===== src/rtl/mul_div_unit.sv =====
// Iterative RISC-V M-extension multiply/divide unit with Start/Busy/Done handshake.
// Fixed latency of WIDTH+2 cycles: WIDTH shift steps, one fix-up cycle, one Done cycle.
module mul_div_unit #(
  parameter int unsigned WIDTH = 32
) (
  input  logic             clk,
  input  logic             reset_n,
  input  logic             Start,
  input  logic             Kill,
  input  logic [2:0]       MulDivOp,
  input  logic [WIDTH-1:0] SrcA,
  input  logic [WIDTH-1:0] SrcB,
  output logic             Busy,
  output logic             Done,
  output logic [WIDTH-1:0] ALUResult,
  output logic             Zero
);

  localparam int unsigned CW = $clog2(WIDTH);

  typedef enum logic [1:0] {StIdle, StCalc, StFix} state_e;

  state_e             state_q, state_d;
  logic [2:0]         op_q, op_d;
  logic               neg_a_q, neg_a_d, neg_b_q, neg_b_d;
  logic [WIDTH-1:0]   a_q, a_d, b_q, b_d;
  logic [2*WIDTH-1:0] acc_q, acc_d;
  logic [CW-1:0]      cnt_q, cnt_d;
  logic [WIDTH-1:0]   result_q, result_d;
  logic               zero_q, zero_d;
  logic               done_q, done_d;

  logic               sign_a, sign_b;
  logic [WIDTH+1:0]   diff;
  logic               restore;
  logic [2*WIDTH-1:0] prod;
  logic [WIDTH-1:0]   quo_f, rem_f;

  // Signed operand positions: MULH both, MULHSU SrcA only, DIV/REM both.
  assign sign_a = MulDivOp[2] ? ~MulDivOp[0] : (MulDivOp[1:0] == 2'b01 || MulDivOp[1:0] == 2'b10);
  assign sign_b = MulDivOp[2] ? ~MulDivOp[0] : (MulDivOp[1:0] == 2'b01);

  // Restoring divide trial subtract; partial remainder lives in the upper half of acc.
  assign diff    = {1'b0, acc_q[2*WIDTH-1:WIDTH], a_q[cnt_q]} - {2'b00, b_q};
  // A successful subtract always leaves diff < b, so bit WIDTH is only set on a borrow.
  assign restore = diff[WIDTH+1] | diff[WIDTH];

  // Sign fix-up of the unsigned magnitude results.
  assign prod  = (neg_a_q ^ neg_b_q) ? -acc_q : acc_q;
  assign quo_f = (b_q == '0) ? '1 :
                 ((neg_a_q ^ neg_b_q) ? -acc_q[WIDTH-1:0] : acc_q[WIDTH-1:0]);
  assign rem_f = neg_a_q ? -acc_q[2*WIDTH-1:WIDTH] : acc_q[2*WIDTH-1:WIDTH];

  // Next-state, datapath step and result selection.
  always_comb begin
    state_d  = state_q;
    op_d     = op_q;
    neg_a_d  = neg_a_q;
    neg_b_d  = neg_b_q;
    a_d      = a_q;
    b_d      = b_q;
    acc_d    = acc_q;
    cnt_d    = cnt_q;
    result_d = result_q;
    zero_d   = zero_q;
    done_d   = 1'b0;
    unique case (state_q)
      StIdle: begin
        if (Start && !Kill) begin
          op_d    = MulDivOp;
          neg_a_d = sign_a & SrcA[WIDTH-1];
          neg_b_d = sign_b & SrcB[WIDTH-1];
          a_d     = (sign_a & SrcA[WIDTH-1]) ? -SrcA : SrcA;
          b_d     = (sign_b & SrcB[WIDTH-1]) ? -SrcB : SrcB;
          acc_d   = '0;
          cnt_d   = CW'(WIDTH - 1);
          state_d = StCalc;
        end
      end
      StCalc: begin
        if (Kill) begin
          state_d = StIdle;
        end else begin
          if (!op_q[2]) begin
            // MSB-first shift-add multiply.
            acc_d = {acc_q[2*WIDTH-2:0], 1'b0} + (b_q[cnt_q] ? {{WIDTH{1'b0}}, a_q} : '0);
          end else if (!restore) begin
            acc_d = {diff[WIDTH-1:0], acc_q[WIDTH-2:0], 1'b1};
          end else begin
            acc_d = {acc_q[2*WIDTH-2:WIDTH], a_q[cnt_q], acc_q[WIDTH-2:0], 1'b0};
          end
          cnt_d = cnt_q - 1'b1;
          if (cnt_q == '0) state_d = StFix;
        end
      end
      StFix: begin
        state_d = StIdle;
        if (!Kill) begin
          case (op_q)
            3'b000:                 result_d = prod[WIDTH-1:0];
            3'b001, 3'b010, 3'b011: result_d = prod[2*WIDTH-1:WIDTH];
            3'b100, 3'b101:         result_d = quo_f;
            default:                result_d = rem_f;
          endcase
          zero_d = (result_d == '0);
          done_d = 1'b1;
        end
      end
      default: state_d = StIdle;
    endcase
  end

  // State and datapath registers with synchronous active-low reset.
  always_ff @(posedge clk) begin
    if (!reset_n) begin
      state_q  <= StIdle;
      op_q     <= '0;
      neg_a_q  <= 1'b0;
      neg_b_q  <= 1'b0;
      a_q      <= '0;
      b_q      <= '0;
      acc_q    <= '0;
      cnt_q    <= '0;
      result_q <= '0;
      zero_q   <= 1'b1;
      done_q   <= 1'b0;
    end else begin
      state_q  <= state_d;
      op_q     <= op_d;
      neg_a_q  <= neg_a_d;
      neg_b_q  <= neg_b_d;
      a_q      <= a_d;
      b_q      <= b_d;
      acc_q    <= acc_d;
      cnt_q    <= cnt_d;
      result_q <= result_d;
      zero_q   <= zero_d;
      done_q   <= done_d;
    end
  end

  assign Busy      = (state_q != StIdle);
  assign Done      = done_q;
  assign ALUResult = result_q;
  assign Zero      = zero_q;

endmodule

===== config.mk =====
export PLATFORM = sky130hd
export DESIGN_NAME = mul_div_unit
export DESIGN_NICKNAME = d
export VERILOG_FILES = /design/src/rtl/mul_div_unit.sv
export SDC_FILE = /design/constraint.sdc
export NUM_CORES = 1
export LEC_CHECK = 0
export CORE_MARGIN = 3
export CORE_UTILIZATION = 28
export CTS_BUF_LIST = sky130_fd_sc_hd__clkbuf_4
export DETAILED_ROUTE_END_ITERATION = 16
export GPL_ROUTABILITY_DRIVEN = 0
export PLACE_DENSITY = 0.48
export SYNTH_ARGS = -nofsm -noshare
export SYNTH_HDL_FRONTEND = slang
export SYNTH_SLANG_ARGS = --single-unit

===== constraint.sdc =====
create_clock -name clk -period 6.6 [get_ports clk]
set_input_delay 0.99 -clock clk [delete_from_list [all_inputs] [get_ports clk]]
set_output_delay 0.99 -clock clk [all_outputs]
set_load 0.01 [all_outputs]

## Yosys cells after proc, flatten, opt, wreduce, memory -nomap -nowiden

Cells that the tools add are included.

| storage, ports and cells | value |
|---|---|
| word-level logic and storage cells | 84 |
| input port bits | 71 |
| output and inout bits | 35 |
| flip-flop bits (word level) | 174 |

| cells by class | value |
|---|---|
| bitwise logic cells | 6 |
| order comparisons | 1 |
| mux-type cells | 29 |
| add/sub/neg operators | 8 |
| reduce and logical (&&, ||, !) cells | 17 |
| eq/ne operators | 12 |

Operators with widths:

| cell | number |
|---|---|
| two-way mux 64 bit | 5 |
| two-way mux 32 bit | 8 |
| negator 32 bit | 4 |
| one-hot mux 64 bit (2 select lines) | 1 |
| one-hot mux 32 bit (3 select lines) | 1 |
| adder 64 x 32 -> 64 bit | 1 |
| logical NOT 32 bit | 2 |
| negator 64 bit | 1 |
| subtractor 33 x 32 -> 34 bit | 1 |
| binary-select mux 1 bit (select 5 bit) | 2 |
| two-way mux 5 bit | 2 |
| one-hot mux 5 bit (2 select lines) | 1 |
| AND reduction 2 bit | 4 |
| equality test 3 x 2 -> 1 bit (second input constant) | 2 |
| equality test 3 bit (second input constant) | 2 |
| < comparator 5 x 6 -> 1 bit (second input constant) | 1 |
| two-way mux 2 bit | 3 |
| logical NOT 5 bit | 1 |
| two-way mux 1 bit | 5 |
| subtractor 5 x 1 -> 5 bit (second input constant) | 1 |
| equality test 2 x 1 -> 1 bit (second input constant) | 2 |
| equality test 2 bit (second input constant) | 2 |
| inequality test 2 bit (second input constant) | 2 |
| one-hot mux 2 bit (2 select lines) | 1 |
| 15 further kinds | 18 |

## Longest topological paths before layout

| logic depth | value |
|---|---|
| word-level depth | 8 |
| gate-level depth with buffers | 20 |
| depth with buffers taken out | 16 |

## Least setup slack after synthesis

Ideal clock, no wire load.

| timing | value |
|---|---|
| path kind | flip-flop to flip-flop |
| from | register cnt_q[0] |
| to | register acc_q[41] |
| arrival | 5.264 ns |
| setup time | 0.117 ns |
| required time | 6.483 ns |
| setup slack | 1.219 ns |
| cell stages (with the launch flop) | 19 |
| buffers on the path | 2 |
| cell sequence | dfxtp_1 clkbuf_1 mux4_2 mux4_2 mux2i_1 clkbuf_1 nor2b_1 ha_1 fa_1 a211oi_1 o21bai_1 a211oi_1 nor4b_1 nor3_1 nand2_1 nand4_1 nor2_1 a311o_1 a32o_1 |

| between the ends | value |
|---|---|
| longest elaborated chain between the ends | 8 |

Ends and longest elaborated chain:

| what | RTL line | RTL |
|---|---|---|
| start: declaration | 28 | `logic [CW-1:0] cnt_q, cnt_d;` |
| start signal: assignment | 135 | `cnt_q <= cnt_d;` |
| binary-select mux 1 bit (select 5 bit) | 44 | `assign diff = {1'b0, acc_q[2*WIDTH-1:WIDTH], a_q[cnt_q]} - {2'b00, b_q};` |
| two-way mux 1 bit (not written as such) | 44 |  |
| subtractor 33 x 32 -> 34 bit | 44 |  |
| OR 1 bit | 46 | `assign restore = diff[WIDTH+1] \| diff[WIDTH];` |
| two-way mux 64 bit | 87 | `end else if (!restore) begin` |
| two-way mux 64 bit * | 84 | `if (!op_q[2]) begin` |
| two-way mux 64 bit * | 81 | `if (Kill) begin` |
| one-hot mux 64 bit (2 select lines) * | 67 | `unique case (state_q)` |
| end signal: assignment | 122 | `acc_q <= '0;` |
| end signal: assignment | 134 | `acc_q <= acc_d;` |
| end: declaration | 27 | `logic [2*WIDTH-1:0] acc_q, acc_d;` |

Every way passes the cells marked *; elsewhere a longest branch is shown, timed or not. The select of a mux whose other input is x is not followed.
A chain may end at the register's enable or synchronous reset.

## Final worst setup path

Same ends and word-level chain as after synthesis.

==> impl_metrics.ini <==
[timing]
min_period_ps = 5830
relSlewSlack = 0.251
setup_violations = 0
max_freq_mhz = 172
skew_ps = 48.9
worstMarginPinSlew_ps = 1120
setup_ws_ps = 774
hold_slack_ps = 465
finalSetupTns_ps = 0
rsz0062_at_grt = false
hold_viol = 0
drv_slew = 0
period_share = 0.883

[route]
first_pass_iters = 7
routed_wl_um = 60600
drt_iter0_drc = 1566
antenna_left = 0
avgViaCountPerCell = 5.62
vias = 16500
drcViolationCount = 0
wl_per_cell_um = 20.6

[yosys]
ys_warn_count = 0
synth_area_leaders = dfxtp_1, nor2_1, ha_1
yosysTopAreaCell = dfxtp_1
synth_top_family_by_area = compound AO/OA/AOI/OAI gates
netlist_area_um2 = 16000
synth_cells = 2187
avgSynthCellArea_um2 = 7.31
yosysSeqAreaShare = 0.218
synth-simple-area-share = 0.240
synthAdderAreaFrac = 0.0580
synthMuxAreaShare = 0.0453
ys_seq_elements = 174
synth.distinct_cells = 92
async_flop_share = 0
synth_edf_count = 0
synthXorXnorAreaFrac = 0.0969
synth_compound_area_frac = 0.283
syn-num-nets = 2331
synth_ff_type = dfxtp_1
synth_top_cell_area_share = 0.218

[global_routing]
grt_first_pass_wirelength_um = 93200
grt_max_degree = 75
grt_usage = 0.198
antenna_found_initial = 3
grt_pass1_vias = 15400
grt_overflow = 0

[power_and_ir_drop]
powerDensity_nw_per_um2 = 132
p_clk_frac = 0.260
intPower_mw = 1.49
switching_share = 0.371
p_seq_frac = 0.481
static-leakage-power_nw = 6.73
power_frac_comb = 0.259
switching_power_mw = 0.874
ir_drop_mv = 0.120
total_power_mw = 2.36

[placement]
pre_cts_ws_ps = 776
dp_hpwl_um = 46000
portBuffers = 105

[critical_path]
crit_fanout = 32
path_class = reg2reg
cp-end-kind = flop
cp.arrival_ps = 6510
crit_required_ps = 7290
startpoint_type = flop

[clock_network]
insertion_delay_ps = 760
ctsHoldBuffers = 0
clkTransAtPathRegs_ps = 190
post_cts_buffers = 0
post_cts_resized = 0
h-tree-depth = 4
cts_buffers = 17
cts.sinks = 174
root_buffer = clkbuf_4
cts.path.max_buffers = 2
cts_tree = done

[finish]
final_nets = 2324
syn2layout_area_growth_pct = 11.6
final_cell_mix = nor2_1, nand2_1, dfxtp_1
mostFrequentLayoutCell = nor2_1
drive_above_1_share = 0.0598
fill_cells = 6029

[run_status]
status = complete, no violations

[floorplan]
std_cell_rows = 86
ios = 106
core-area_um2 = 55800
die_w_um = 245
initial_core_util = 0.286
die_h_um = 245
die-area_um2 = 60000

[run]
cap_violations = 0

[min_path]
hold_class = reg2reg
-- state kept, by name (all words and copies together) (netlist names), 2 cells and up --
register and cells:
op_q 3, cnt_q 5, b_q 32, state_q 2
ALUResult 32, acc_q 64, a_q 32
-- path summary, 6_finish.rpt --
kind | slack (ps) | cells past startpoint | end | startpoint
max reg2reg | 770 | 19 | acc_q[41]$_SDFFE_PN0P_ | cnt_q[0]$_SDFFE_PN0P_
min | 470 | 2 | ALUResult[21]$_SDFFE_PN0P_ | ALUResult[21]$_SDFFE_PN0P_
min reg2reg | 470 | 2 | ALUResult[21]$_SDFFE_PN0P_ | ALUResult[21]$_SDFFE_PN0P_
max | 770 | 19 | acc_q[41]$_SDFFE_PN0P_ | cnt_q[0]$_SDFFE_PN0P_
-- critical path, stage by stage, from the launching register on --
cell	delay, ps
dfxtp_1	740
buf_4	330
mux4_2	530
mux4_2	490
mux2i_2	160
buf_4	330
nor2b_1	100
ha_1	230
fa_1	430
a211oi_1	330
o21bai_1	160
a211oi_1	390
nor4b_1	110
nor3_1	150
buf_4	180
nand2_1	70
nand4_1	260
nor2_1	110
a311o_1	380
a32o_1	250
-- power by group through the flow --
stage / sequential (mW) / combinational (mW) / clock (mW)
after floorplan: 1.13 / 0.423 / 0
after global placement: 1.16 / 0.603 / 0
after detailed placement: 1.16 / 0.606 / 0
after CTS: 1.14 / 0.608 / 0.639
after global routing: 1.14 / 0.670 / 0.674
final: 1.13 / 0.611 / 0.614
-- stage by stage --
step           cell area [um2]  instances   util
6_report                 17800       2945  0.320
5_1_grt                  17800       2945  0.320
4_1_cts                  17800       2939  0.319
3_5_place_dp             17600       2909  0.315
3_3_place_gp             17600       2909  0.315
2_1_floorplan            16000       2187      -
-- synth_stat cells, types with 7 or more instances --
cell	count
ha_1	71
a21oi_1	167
nand3_1	53
a211oi_1	73
a22oi_1	34
a311oi_1	16
nand2b_1	8
nor2_1	245
o211ai_1	16
inv_1	65
a211o_1	7
xor2_1	85
a21o_1	54
or4_1	9
a221oi_1	10
nand2_1	216
nor2b_1	37
buf_2	10
or3_1	27
mux2i_1	24
mux4_2	20
o21a_1	11
nor4_1	36
dfxtp_1	174
a31o_2	8
and2_1	21
nor3_1	54
o21bai_1	16
buf_1	13
o31ai_1	27
xnor2_1	92
o41ai_1	11
a31oi_1	18
o21ai_0	149
or2_2	9
and3_1	21
clkbuf_1	130
nand4_1	28
-- cells by family (layout without fill, tap and decap cells) --
logic type,after synthesis,in the layout
adder cells (fa/ha/maj),73,73
XOR/XNOR,177,177
other,0,6
flip-flops,174,174
AND/OR/NAND/NOR,797,797
multiplexers,47,47
buffers and inverters,233,237
AO/OA/AOI/OAI,686,686
-- metal layers --
layer  vias up  share of wire  track usage
met3       105          0.073       0.0391
met1      7781           0.47        0.284
met4         0          0.028       0.0632
met5         -              0            0
li1       8016              -            -
met2       639           0.43        0.297
-- area by class of cell --
cell class                 count  area [um2]  share of cell area
multi-input combinational   1780       11600               0.650
sequential                   174        3480               0.195
timing repair buffer         140        1310              0.0736
tap                          748         936              0.0524
inverter                      67         254              0.0142
clock buffer                  17         128             0.00715
clock inverter                13         111             0.00624
antenna                        6        15.0            0.000841
(Power assumes the default switching activity.)
